--- config.mk ---
export PLATFORM = sky130hd
export DESIGN_NAME = local_packet_injector
export DESIGN_NICKNAME = d
export VERILOG_FILES = /design/src/rtl/noc_pkg.sv /design/src/rtl/injector_fifo.sv /design/src/rtl/local_packet_injector.sv
export SDC_FILE = /design/constraint.sdc
export NUM_CORES = 1
export LEC_CHECK = 0
export CAP_MARGIN = 5
export CORE_MARGIN = 5
export CORE_UTILIZATION = 50
export DETAILED_ROUTE_END_ITERATION = 6
export PLACE_DENSITY = 0.71
export SLEW_MARGIN = 5
export SYNTH_ARGS = -nofsm -noshare
export SYNTH_HDL_FRONTEND = slang
export SYNTH_SLANG_ARGS = --single-unit
--- constraint.sdc ---
create_clock -name clk -period 4.3 [get_ports clk]
set_input_delay 0.86 -clock clk [delete_from_list [all_inputs] [get_ports clk]]
set_output_delay 0.86 -clock clk [all_outputs]
set_load 0.01 [all_outputs]
--- src/rtl/noc_pkg.sv ---
// Shared definitions for the mesh-node traffic blocks: packet field
// positions, ID width, send-FSM state encoding and a coordinate helper.
package noc_pkg;

  localparam int ID_W    = 6;
  localparam int PID_MSB = 15;
  localparam int PID_LSB = 6;
  localparam int PID_W   = PID_MSB - PID_LSB + 1;
  localparam int SID_MSB = 5;
  localparam int SID_LSB = 0;
  localparam int DST_MSB = 21;
  localparam int DST_LSB = 16;

  typedef enum logic [1:0] {
    ST_IDLE    = 2'd0,
    ST_REQ     = 2'd1,
    ST_RELEASE = 2'd2
  } send_state_t;

  // Reduce a small coordinate value into 0..d-1.
  function automatic logic [2:0] coord_mod(input logic [2:0] v, input int d);
    int r;
    r = int'(v) % d;
    return r[2:0];
  endfunction

endpackage

--- src/rtl/injector_fifo.sv ---
// Synchronous FIFO for queued packets. Pointers carry an extra wrap bit so
// full and empty are told apart without a separate counter. The head is
// read through a register; o_head_valid is delayed to match that register,
// so a word pushed at edge N is presented (and flagged valid) after N+1.
// DEPTH must be a power of two and at least 2.
module injector_fifo #(
  parameter int DATA_W = 32,
  parameter int DEPTH  = 4
) (
  input  logic              clk,
  input  logic              reset,
  input  logic              i_push,
  input  logic [DATA_W-1:0] i_data,
  input  logic              i_pop,
  output logic [DATA_W-1:0] o_head,
  output logic              o_head_valid,
  output logic              o_full,
  output logic              o_empty
);

  localparam int AW = $clog2(DEPTH);

  logic [DATA_W-1:0] r_mem [DEPTH];
  logic [DATA_W-1:0] r_head;
  logic [AW:0]       r_wr_ptr;
  logic [AW:0]       r_rd_ptr;
  logic              r_head_valid;
  logic              w_push_ok;
  logic              w_pop_ok;

  assign o_empty   = (r_wr_ptr == r_rd_ptr);
  assign o_full    = (r_wr_ptr[AW] != r_rd_ptr[AW]) &&
                     (r_wr_ptr[AW-1:0] == r_rd_ptr[AW-1:0]);
  assign w_push_ok = i_push && !o_full;
  assign w_pop_ok  = i_pop && !o_empty;

  assign o_head       = r_head;
  assign o_head_valid = r_head_valid;

  // Storage write and registered head read; left without reset so it maps to RAM.
  always_ff @(posedge clk) begin
    if (w_push_ok) begin
      r_mem[r_wr_ptr[AW-1:0]] <= i_data;
    end
    r_head <= r_mem[r_rd_ptr[AW-1:0]];
  end

  // Pointer update and head-valid flag aligned with the registered read.
  always_ff @(posedge clk or posedge reset) begin
    if (reset) begin
      r_wr_ptr     <= '0;
      r_rd_ptr     <= '0;
      r_head_valid <= 1'b0;
    end else begin
      if (w_push_ok) begin
        r_wr_ptr <= r_wr_ptr + 1'b1;
      end
      if (w_pop_ok) begin
        r_rd_ptr <= r_rd_ptr + 1'b1;
      end
      r_head_valid <= !o_empty;
    end
  end

endmodule

--- src/rtl/local_packet_injector.sv ---
// Traffic source for a mesh node's local input port. Periodically builds
// packets {dest, PacketID, routerID}, queues them, and offers them to the
// router over Req/Gnt/Full with a one-cycle release gap between packets.
module local_packet_injector
  import noc_pkg::*;
#(
  parameter logic [5:0]  routerID    = 6'b000_000,
  parameter logic [5:0]  ModuleID    = 6'b000_000,
  parameter int          dataWidth   = 32,
  parameter int          dim         = 4,
  parameter int          INJ_PERIOD  = 8,
  parameter int          MAX_PACKETS = 1023,
  parameter int          QUEUE_DEPTH = 4,
  parameter logic [15:0] LFSR_SEED   = 16'hACE1
) (
  input  logic                 clk,
  input  logic                 reset,
  input  logic                 enable,
  output logic [dataWidth-1:0] PacketOut,
  output logic                 ReqDnStr,
  input  logic                 GntDnStr,
  input  logic                 DnStrFull,
  output logic [15:0]          sent_count,
  output logic [15:0]          drop_count,
  output logic                 done
);

  localparam logic [15:0] PERIOD_LAST = 16'(INJ_PERIOD - 1);
  localparam logic [15:0] GEN_LIMIT   = 16'(MAX_PACKETS);

  // ModuleID is informational only; parked on a deliberately unused wire.
  logic [5:0] w_unused_module_id;
  assign w_unused_module_id = ModuleID;

  logic [15:0]          r_period_cnt;
  logic [15:0]          r_lfsr;
  logic [PID_W-1:0]     r_pid;
  logic [15:0]          r_gen_count;
  logic [15:0]          r_sent;
  logic [15:0]          r_drop;
  logic                 r_done;
  logic [dataWidth-1:0] r_packet_out;
  send_state_t          r_state;
  send_state_t          w_state_next;

  logic                 w_wrap;
  logic                 w_attempt;
  logic                 w_push;
  logic                 w_drop;
  logic                 w_pop;
  logic                 w_load_out;
  logic                 w_fifo_full;
  logic                 w_fifo_empty;
  logic                 w_head_valid;
  logic [dataWidth-1:0] w_head;
  logic                 w_lfsr_fb;
  logic [2:0]           w_x_raw;
  logic [2:0]           w_x;
  logic [2:0]           w_y;
  logic [ID_W-1:0]      w_dst;
  logic [dataWidth-1:0] w_packet;

  // ---------------------------------------------------------------------
  // Generation timing
  // ---------------------------------------------------------------------
  assign w_wrap    = enable && (r_period_cnt == PERIOD_LAST);
  assign w_attempt = w_wrap && (r_gen_count < GEN_LIMIT);
  // Full is judged on occupancy before any same-cycle pop.
  assign w_push    = w_attempt && !w_fifo_full;
  assign w_drop    = w_attempt && w_fifo_full;

  // Period counter: advances only while enabled, wraps after INJ_PERIOD counts.
  always_ff @(posedge clk or posedge reset) begin
    if (reset) begin
      r_period_cnt <= '0;
    end else if (enable) begin
      r_period_cnt <= w_wrap ? 16'd0 : r_period_cnt + 16'd1;
    end
  end

  // ---------------------------------------------------------------------
  // Destination selection
  // ---------------------------------------------------------------------
  assign w_lfsr_fb = r_lfsr[15] ^ r_lfsr[13] ^ r_lfsr[12] ^ r_lfsr[10];

  // Destination LFSR steps once per attempt, whether or not the packet fits.
  always_ff @(posedge clk or posedge reset) begin
    if (reset) begin
      r_lfsr <= LFSR_SEED;
    end else if (w_attempt) begin
      r_lfsr <= {r_lfsr[14:0], w_lfsr_fb};
    end
  end

  assign w_x_raw = coord_mod({1'b0, r_lfsr[1:0]}, dim);
  assign w_y     = coord_mod({1'b0, r_lfsr[3:2]}, dim);
  // Never address ourselves: nudge x along the row when the draw hits home.
  assign w_x     = ({w_x_raw, w_y} == routerID) ? coord_mod(w_x_raw + 3'd1, dim)
                                                : w_x_raw;
  assign w_dst   = {w_x, w_y};

  // Packet assembly: unused upper bits stay zero.
  always_comb begin
    w_packet                   = '0;
    w_packet[DST_MSB:DST_LSB]  = w_dst;
    w_packet[PID_MSB:PID_LSB]  = r_pid;
    w_packet[SID_MSB:SID_LSB]  = routerID;
  end

  // PacketID and generated count move only when a packet is actually queued.
  always_ff @(posedge clk or posedge reset) begin
    if (reset) begin
      r_pid       <= '0;
      r_gen_count <= '0;
    end else if (w_push) begin
      r_pid       <= r_pid + 1'b1;
      r_gen_count <= r_gen_count + 16'd1;
    end
  end

  injector_fifo #(
    .DATA_W (dataWidth),
    .DEPTH  (QUEUE_DEPTH)
  ) u_fifo (
    .clk          (clk),
    .reset        (reset),
    .i_push       (w_push),
    .i_data       (w_packet),
    .i_pop        (w_pop),
    .o_head       (w_head),
    .o_head_valid (w_head_valid),
    .o_full       (w_fifo_full),
    .o_empty      (w_fifo_empty)
  );

  // ---------------------------------------------------------------------
  // Send FSM
  // ---------------------------------------------------------------------
  // State register; async reset drops the request immediately.
  always_ff @(posedge clk or posedge reset) begin
    if (reset) begin
      r_state <= ST_IDLE;
    end else begin
      r_state <= w_state_next;
    end
  end

  // Next-state and handshake outputs; grants outside REQ are ignored.
  always_comb begin
    w_state_next = r_state;
    w_pop        = 1'b0;
    w_load_out   = 1'b0;
    ReqDnStr     = 1'b0;
    case (r_state)
      ST_IDLE: begin
        if (w_head_valid && !DnStrFull) begin
          w_state_next = ST_REQ;
          w_load_out   = 1'b1;
        end
      end
      ST_REQ: begin
        ReqDnStr = 1'b1;
        if (GntDnStr) begin
          w_pop        = 1'b1;
          w_state_next = ST_RELEASE;
        end
      end
      ST_RELEASE: begin
        w_state_next = ST_IDLE;
      end
      default: begin
        w_state_next = ST_IDLE;
      end
    endcase
  end

  // Output packet register: captured on entry to REQ, held otherwise.
  always_ff @(posedge clk or posedge reset) begin
    if (reset) begin
      r_packet_out <= '0;
    end else if (w_load_out) begin
      r_packet_out <= w_head;
    end
  end

  // ---------------------------------------------------------------------
  // Statistics
  // ---------------------------------------------------------------------
  // Saturating sent/drop counters and registered completion flag.
  always_ff @(posedge clk or posedge reset) begin
    if (reset) begin
      r_sent <= '0;
      r_drop <= '0;
      r_done <= 1'b0;
    end else begin
      if (w_pop && (r_sent != 16'hFFFF)) begin
        r_sent <= r_sent + 16'd1;
      end
      if (w_drop && (r_drop != 16'hFFFF)) begin
        r_drop <= r_drop + 16'd1;
      end
      r_done <= (r_gen_count == GEN_LIMIT) && w_fifo_empty && (r_state == ST_IDLE);
    end
  end

  assign PacketOut  = r_packet_out;
  assign sent_count = r_sent;
  assign drop_count = r_drop;
  assign done       = r_done;

endmodule

==> results_dict.tcl, run 1 <==
set metrics [dict create \
    run_status "completed" \
    fp.dieArea_sq_um 17850 \
    synth_edf_count 56 \
    finalWirelength_um 12570 \
    drt_pre_antenna_iters 4 \
    async_set_reset_flop_share_out_of_synthesis_pct 61.96 \
    drc 0 \
    nature_of_the_critical_path_startpoint "input pin" \
    hold_path_startpoint "r_gen_count[14]" \
    crit_required_ns 4.36 \
    synth_area_per_cell_sq_um 13.66 \
    finish_stage_setup_viols 0 \
    clock_skew_ns 0.01033 \
    period_needed_ns 3.163 \
    place_congestion 0.7782 \
    path_class "in -> reg" \
    areaGrowthSynthToFinish_pct 16.15 \
    globalRouteOverflowTotal 0 \
    synth_seq_area_share_pct 63.16 \
    cellPowerDensity_nw_per_um2 543.4 \
    timing.critical_path.arrival_ns 3.22 \
    hold_violations 0 \
    num_io_pins 71 \
    clkTransAtPathRegs_ns 0.07 \
    cts.htree.levels 4 \
    io_buf_count 52 \
    drt.antenna.violating_nets 0 \
    hold-path-cell-count 0 \
    drv_cap 0 \
    ff2ff_path_depth 4 \
    diodes 0 \
    placementRows 45 \
    worst_hold_path.endpoint "r_gen_count[14]" \
    ys.warnings.count 0 \
    finalCoreUtilization_pct 58.80 \
    final_common_cell "dfrtp_1" \
    most-common-layout-cells "dfrtp_1, nand2_1, edfxtp_1" \
    drt_first_iter_violations 158 \
    synth_cells 559 \
    wl_per_cell_um 15.38 \
    dp.final_hpwl_um 8358 \
    globalRouteTotalUtil_pct 14.91 \
    worst_r2r_endpoint "u_fifo.r_mem[1][13]" \
    timing.slew.headroom_pct 43.64 \
    min_period_over_period_pct 73.55 \
    ctsRootBufferMaster "clkbuf_16" \
    ys_dominant_reg_cell "dfrtp_1" \
    initial_utilization_pct 50.62 \
    clockBufferDepth 2 \
    worst_pin_slew_ns 0.8454 \
    achievable_clock_frequency_mhz 316.2 \
    wire_length_of_the_first_global_routing_pass_um 21080 \
    route.vias.total 4244 \
    multi_input_combinational_cell_area_sq_um 2580 \
    regToRegStartpoint "u_fifo.r_rd_ptr[1]" \
    holdCritPathClass "reg -> reg" \
    final_net_count 632 \
    drive_above_1_share_pct 15.26 \
    post_drt_via_cell_ratio 5.195 \
    fp.dieH_um 133.6 \
    yosys_register_bits 184 \
    unique_masters_post_synth 50 \
    fp.dieW_um 133.6 \
    cts_hold_repair.buffers 0 \
    core_sq_um 15090 \
    timing_max_transition_violations_final 0 \
    grt_start_max_net_pins 71 \
    fillers 1169 \
    cts_tree "built" \
    cp_max_fo 14 \
    critical_path.endpoint_type "flip-flop" \
    dpl_worst_slack_ns 0.7099 \
    syn-cell-area_sq_um 7639 \
    timing.setup.tns_ns 0 \
    post_cts_buffers 0 \
    fin_ws_ns 1.137 \
    post_cts.resized_instances 0 \
    power.static_leakage_nw 3.698 \
    unrepaired_setup_endpoints_after_global_routing "false" \
    antenna_violations_before_repair 0 \
    layout.area.seq_sq_um 4825 \
    clock_insertion_delay_worst_skew_ns 0.43 \
    timing.reg2reg.setup_slack_ns 1.48 \
    via_count_of_the_first_global_routing_pass 4261 \
    cts-buffers-inserted 17 \
    cts.sinks 184 \
    vdd.ir_drop.worst_v 0.0003029 \
]
through the flow:
step | cell area (sq um) | hold slack, ns | cells | total power, mW
after global routing | 8872 | 0.3928 | 817 | 5.084
after detailed placement | 8254 | 0.3679 | 785 | 3.263
after global placement | 8254 | 0.3656 | 785 | 3.219
final | 8872 | 0.3839 | 817 | 4.821
after CTS | 8872 | 0.3831 | 817 | 4.881
after floorplan | 7702 | 0.4297 | 576 | 2.921
where the power goes:
part           internal (mW)  switching (mW)  total, mW
clock                  0.902           0.700       1.60
sequential              2.06           0.212       2.27
combinational          0.530           0.420      0.950
per-layer routing:
| metal | wire [um] | track usage, % | vias up |
|---|---|---|---|
| li1 | - | - | 2044 |
| met1 | 5805 | 19.87 | 2105 |
| met2 | 6016 | 23.45 | 74 |
| met3 | 487 | 3.927 | 21 |
| met4 | 258 | 6.057 | 0 |
| met5 | 0 | 0 | - |
layout make-up:
cell class,count,area share (%)
well taps,188,2.651
clock buffers,18,4.950
repair buffers,57,6.431
inverters,11,0.4936
clock inverters,14,2.017
multi-input cells,345,29.08
flip-flops and latches,184,54.38
cells by family after synthesis:
kind of cell	share of synthesized area, %
and+or+nand+nor	14.66
DFF	63.16
xor gates and xnor gates	8.255
buffers and inverters	3.899
other	0.04909
muxes	7.175
AOI/OAI and AO/OA	0.9994
adders and majority gates	1.802
critical path, stage by stage:
cell	delay, ns
clkdlybuf4s50_1	0.57
and3_2	0.27
nand4_1	0.09
or4_1	0.44
nor4_2	0.31
and2_1	0.67
registers in the layout (all words and copies together) (netlist names):
register and flops:
r_gen_count 16, done 1, PacketOut 14, u_fifo.r_rd_ptr 3, u_fifo.o_head_valid 1, r_lfsr 16
sent_count 16, u_fifo.r_mem 56, r_pid 10, u_fifo.r_wr_ptr 3, r_state 2, u_fifo.o_head 14
r_period_cnt 16, drop_count 16
worst max path at each step:
stage	to	cells after the start	slack, ns	startpoint
detailed placement	u_fifo.r_mem[0][3]	6	0.71	enable
CTS	u_fifo.r_mem[0][2]	6	1.15	enable
floorplan	PacketOut[10]	1	0.44	reset
finish	u_fifo.r_mem[1][13]	6	1.14	enable
global placement	u_fifo.r_mem[1][4]	6	0.81	enable
global route	u_fifo.r_mem[0][11]	6	0.92	enable
synthesized netlist by cell type (7+ instances only):
master / number / share of area [%]
nand4_1: 25 / 2.0
dfrtp_1: 106 / 35
dfxtp_1: 14 / 3.7
ha_1: 11 / 1.8
dfstp_2: 8 / 2.8
xnor2_1: 54 / 6.2
mux4_2: 12 / 3.5
nor2_1: 21 / 1.0
and2_1: 7 / 0.57
nand2_1: 65 / 3.2
nand3_1: 23 / 1.5
xor2_1: 18 / 2.1
inv_1: 11 / 0.54
edfxtp_1: 56 / 22
clkbuf_1: 7 / 0.34
mux2_2: 19 / 2.8
and3_1: 23 / 1.9
buf_4: 19 / 1.9
Note: power is estimated with default switching activity, not from simulation.
==> run 2: changes to the inputs <==
- clock period: 4.3 -> 3.1 ns (I/O delays scaled with it)
==> run 2 against run 1 <==
  * Setup slack worse by 0.64 ns
  * Global-route usage is 0.31 points higher
  * Non-clock buffer count is 7 higher
  * Clock skew is 0.00097 ns higher
  * Sequential share of layout area is 0.57 points lower
  * Register-to-register slack worse by 0.79 ns
  * Largest cell class unchanged
  * Die area stayed put
  * Highest routed layer unchanged
  * Critical endpoint is now u_fifo.r_mem[2][12]
  * Critical path depth is 1 higher
  * Critical path type unchanged
==> results_dict.tcl, run 2 (synthesis results as in run 1) <==
set metrics [dict create \
    ff2ff_path_depth 6 \
    worst_r2r_endpoint "u_fifo.r_mem[2][12]" \
    drt.antenna.violating_nets 0 \
    cts_tree "built" \
    ctsRootBufferMaster "clkbuf_16" \
    timing.setup.tns_ns 0 \
    via_count_of_the_first_global_routing_pass 4331 \
    achievable_clock_frequency_mhz 383.9 \
    hold_violations 0 \
    antenna_violations_before_repair 0 \
    globalRouteTotalUtil_pct 15.21 \
    post_drt_via_cell_ratio 5.193 \
    initial_utilization_pct 50.62 \
    grt_start_max_net_pins 103 \
    power.static_leakage_nw 3.732 \
    placementRows 45 \
    pwr-share-clk_pct 32.8 \
    vdd.ir_drop.worst_v 0.0004243 \
    final_common_cell "dfrtp_1" \
    finalCoreUtilization_pct 59.42 \
    cellPowerDensity_nw_per_um2 743.7 \
    clock_insertion_delay_worst_skew_ns 0.43 \
    drt_first_iter_violations 229 \
    dp.final_hpwl_um 8672 \
    total_switching_power_mw 1.838 \
    globalRouteOverflowTotal 0 \
    fillers 1168 \
    cts.sinks 184 \
    cts_hold_repair.buffers 0 \
    core_sq_um 15090 \
    wl_per_cell_um 15.39 \
    period_needed_ns 2.605 \
    fp.dieH_um 133.6 \
    critical_path.endpoint_type "flip-flop" \
    fin_worst_hold_slack_ns 0.3808 \
    min_period_over_period_pct 84.04 \
    wire_length_of_the_first_global_routing_pass_um 21640 \
    crit_required_ns 3.24 \
    route.vias.total 4279 \
    post_cts_buffers 0 \
    cts.htree.levels 4 \
    power_frac_comb_pct 20.4 \
    hold_path_startpoint "r_gen_count[14]" \
    drv_cap 0 \
    clock_skew_ns 0.01130 \
    most-common-layout-cells "dfrtp_1, nand2_1, edfxtp_1" \
    run_status "completed" \
    seq_power_share_pct 46.8 \
    holdCritPathClass "reg -> reg" \
    path_class "in -> reg" \
    num_io_pins 71 \
    place_congestion 0.7702 \
    timing.reg2reg.setup_slack_ns 0.69 \
    timing_max_transition_violations_final 0 \
    p_int_mw 4.831 \
    fp.dieW_um 133.6 \
    io_buf_count 52 \
    finalWirelength_um 12680 \
    hold-path-cell-count 0 \
    drc 0 \
    worst_pin_slew_ns 0.5683 \
    worst_hold_path.endpoint "r_gen_count[14]" \
    clkTransAtPathRegs_ns 0.07 \
    regToRegStartpoint "r_period_cnt[13]" \
    fp.dieArea_sq_um 17850 \
    final_net_count 639 \
    drive_above_1_share_pct 16.04 \
    finish_stage_setup_viols 0 \
    clockBufferDepth 2 \
    largest_register_ffs 56 \
    areaGrowthSynthToFinish_pct 17.38 \
    cp_max_fo 14 \
    drt_pre_antenna_iters 4 \
    timing.slew.headroom_pct 61.89 \
    diodes 0 \
    nature_of_the_critical_path_startpoint "input pin" \
    unrepaired_setup_endpoints_after_global_routing "false" \
    post_cts.resized_instances 0 \
    switching_share_pct 27.56 \
    cts-buffers-inserted 17 \
    timing.critical_path.arrival_ns 2.75 \
]
## run 2: cell types whose count changed in the layout (fill, tap and decap cells not counted), sizes merged
cell / before / now
buf: 5 / 12
clkinvlp: 0 / 2
inv: 20 / 18
## run 2: per-layer routing
| layer | up-vias | track usage, % | wire length [um] |
|---|---|---|---|
| li1 | 2062 | - | - |
| met1 | 2122 | 20.62 | 5783 |
| met2 | 84 | 23.96 | 6265 |
| met3 | 11 | 4.532 | 514 |
| met4 | 0 | 4.629 | 119 |
| met5 | - | 0 | 0 |
## run 2: power by group through the flow
| stage | clock network [mW] | logic [mW] | registers (mW) |
|---|---|---|---|
| detailed placement | 0 | 1.38 | 3.17 |
| CTS | 2.24 | 1.39 | 3.12 |
| global placement | 0 | 1.34 | 3.14 |
| floorplan | 0 | 0.891 | 3.16 |
| finish | 2.19 | 1.36 | 3.12 |
| global route | 2.36 | 1.49 | 3.17 |
## run 2: how the worst max path moves through the flow
stage	startpoint	endpoint	slack, ns	cells after the start
global placement	enable	u_fifo.r_mem[2][4]	0.17	7
finish	enable	u_fifo.r_mem[2][12]	0.49	7
CTS	enable	u_fifo.r_mem[1][6]	0.52	7
global route	enable	u_fifo.r_mem[0][6]	0.39	7
floorplan	enable	u_fifo.r_mem[0][0]	0.73	5
detailed placement	enable	u_fifo.r_mem[1][4]	0.05	7
## run 2: area by class of cell
cell class | instances | area, sq um | area share (%)
Tap cell | 188 | 235.2 | 2.624
Multi-Input combinational cell | 345 | 2580 | 28.77
Sequential cell | 184 | 4825 | 53.81
Inverter | 11 | 45.04 | 0.5024
Clock buffer | 18 | 429.2 | 4.786
Clock inverter | 14 | 178.9 | 1.996
Timing Repair Buffer | 64 | 673.1 | 7.508
## run 2: per-stage QoR
stage	setup slack (ns)	cells	cell area, sq um	power, mW
finish	0.4949	824	8966	6.668
global route	0.3870	824	8966	7.017
CTS	0.5160	824	8966	6.757
detailed placement	0.05163	792	8358	4.554
global placement	0.1673	792	8358	4.482
floorplan	0.7284	576	7706	4.052
## run 2: critical path, cell delays in order
cell and delay, ns:
clkdlybuf4s50_1 0.57, and3_2 0.27, nand4_1 0.09, or4_1 0.43, nor4_2 0.34, and2_1 0.25
buf_12 0.16
==> run 3: changes to the inputs <==
- clock period: 3.1 -> 2.5 ns (I/O delays scaled with it)
==> run 3 against run 2 <==
  * Design area up 0.87%
  * Clock power up 19%
  * Register-to-register slack worse by 0.49 ns
  * Clock skew up 0.0032 ns
  * Worst hold slack better by 0.0075 ns
  * Combinational power up 24%
  * Clock-buffer cell count unchanged
  * Die area unchanged
  * Non-clock buffer count up 10
  * Critical path type is now reg -> reg
  * Critical endpoint is now u_fifo.r_mem[1][12]
  * Largest power group unchanged
==> results_dict.tcl, run 3 (synthesis results as in run 1) <==
set metrics [dict create \
    path_class "reg -> reg" \
    grt_start_max_net_pins 40 \
    numPlacedInstances 801 \
    holdCritPathClass "reg -> reg" \
    cellPowerDensity_nw_per_um2 900.1 \
    ctsRootBufferMaster "clkbuf_16" \
    finalWirelength_um 13180 \
    met2_length_um 6724 \
    cts_hold_repair.buffers 0 \
    hold_violations 0 \
    final_net_count 649 \
    drive_above_1_share_pct 17.49 \
    post_cts.resized_instances 0 \
    pwr-share-clk_pct 32.0 \
    route.vias.total 4346 \
    worst_r2r_endpoint "u_fifo.r_mem[1][12]" \
    dp.final_hpwl_um 9065 \
    finish_stage_setup_viols 0 \
    unrepaired_setup_endpoints_after_global_routing "false" \
    cts.sinks 184 \
    cp_max_fo 14 \
    hold-path-cell-count 0 \
    nature_of_the_critical_path_startpoint "flip-flop" \
    fillers 1169 \
    placed_area_sq_um 8451 \
    clock_insertion_delay_worst_skew_ns 0.43 \
    io_buf_count 52 \
    multi_input_combinational_cell_area_sq_um 2580 \
    via_count_of_the_first_global_routing_pass 4616 \
    worst_hold_path.endpoint "r_gen_count[14]" \
    achievable_clock_frequency_mhz 434.4 \
    place_congestion 0.8301 \
    post_cts_buffers 0 \
    wl_per_cell_um 15.80 \
    timing_max_transition_violations_final 0 \
    cts-buffers-inserted 17 \
    drc 0 \
    cts.htree.levels 4 \
    run_status "completed" \
    top_signal_layer_used "met4" \
    timing.reg2reg.setup_slack_ns 0.20 \
    seq_power_share_pct 47.3 \
    most-common-layout-cells "dfrtp_1, nand2_1, edfxtp_1" \
    vdd.ir_drop.worst_v 0.0004962 \
    finalCoreUtilization_pct 59.93 \
    regToRegStartpoint "r_period_cnt[10]" \
    clock_skew_ns 0.01448 \
    drt.antenna.violating_nets 0 \
    timing.critical_path.arrival_ns 2.44 \
    diodes 0 \
    largest_register_ffs 56 \
    metal3_wl_um 463 \
    p_int_mw 5.820 \
    core_sq_um 15090 \
    wire_length_of_the_first_global_routing_pass_um 22680 \
    critical_path.endpoint_type "flip-flop" \
    total_switching_power_mw 2.320 \
    ff2ff_path_depth 7 \
    drv_cap 0 \
    fp.dieArea_sq_um 17850 \
    cts_tree "built" \
    clkTransAtPathRegs_ns 0.07 \
    fp.dieH_um 133.6 \
    number_of_non_filler_instances_in_the_completed_layout 834 \
    areaGrowthSynthToFinish_pct 18.39 \
    fin_worst_hold_slack_ns 0.3883 \
    drt_pre_antenna_iters 4 \
    met1_length_um 5904 \
    placementRows 45 \
    timing.slew.headroom_pct 61.64 \
    antenna_violations_before_repair 0 \
    num_io_pins 71 \
    fp.dieW_um 133.6 \
    post_drt_via_cell_ratio 5.211 \
    globalRouteTotalUtil_pct 15.96 \
    min_period_over_period_pct 92.09 \
    hold_path_startpoint "r_gen_count[14]" \
    crit_required_ns 2.63 \
    power_frac_comb_pct 20.7 \
    drt_first_iter_violations 205 \
    layout.cell_area.non_filler_sq_um 9044 \
    initial_utilization_pct 50.62 \
    period_needed_ns 2.302 \
    clockBufferDepth 2 \
    power.static_leakage_nw 3.837 \
    globalRouteOverflowTotal 0 \
    switching_share_pct 28.50 \
    final_common_cell "dfrtp_1" \
    layout.area.seq_sq_um 4825 \
    worst_pin_slew_ns 0.5720 \
]
==> run 3: per-stage QoR <==
stage	power (mW)	worst slack [ns]	TNS (ns)
after global routing	8.583	0.02189	0
final	8.140	0.1978	0
after detailed placement	5.624	-0.1908	-10.40
after CTS	8.236	0.1139	0
after global placement	5.537	-0.1432	-7.859
after floorplan	5.025	0.1915	0
==> run 3: routing by layer <==
layer | GRT usage (%) | vias up
met3 | 4.985 | 8
met1 | 20.62 | 2182
met4 | 4.457 | 0
met2 | 26.21 | 81
met5 | 0 | -
li1 | - | 2075
==> run 3: final cells by class <==
| type | count | share of cell area, % |
|---|---|---|
| Sequential cell | 184 | 53.35 |
| Multi-Input combinational cell | 345 | 28.53 |
| Timing Repair Buffer | 74 | 8.550 |
| Clock buffer | 18 | 4.856 |
| Tap cell | 188 | 2.601 |
| Clock inverter | 14 | 1.619 |
| Inverter | 11 | 0.4981 |
==> run 3: worst max path at each step <==
stage                     startpoint                   to  slack, ns  cells past startpoint
global placement              enable   u_fifo.r_mem[0][4]      -0.14                      8
global route        r_period_cnt[12]   u_fifo.r_mem[3][3]       0.02                      7
finish              r_period_cnt[10]  u_fifo.r_mem[1][12]       0.20                      7
detailed placement            enable   u_fifo.r_mem[1][4]      -0.19                      8
CTS                 r_period_cnt[13]  u_fifo.r_mem[1][11]       0.11                      7
floorplan           r_period_cnt[13]   u_fifo.r_mem[0][0]       0.19                      5
==> run 3: power groups by stage <==
| stage | clock network, mW | registers [mW] | logic [mW] |
|---|---|---|---|
| 3_3_place_gp | 0 | 3.88 | 1.65 |
| 4_1_cts | 2.66 | 3.86 | 1.71 |
| 5_1_grt | 2.80 | 3.92 | 1.86 |
| 6_report | 2.61 | 3.85 | 1.68 |
| 3_5_place_dp | 0 | 3.92 | 1.70 |
| 2_1_floorplan | 0 | 3.92 | 1.11 |
==> run 3: worst max-delay path, cell delays in order (launching register included) <==
cell and delay, ns:
dfrtp_1 0.46, nor4_4 0.32, nand4_1 0.11, or4_1 0.43, nor4_2 0.18, buf_4 0.17, and2_1 0.17, buf_12 0.16
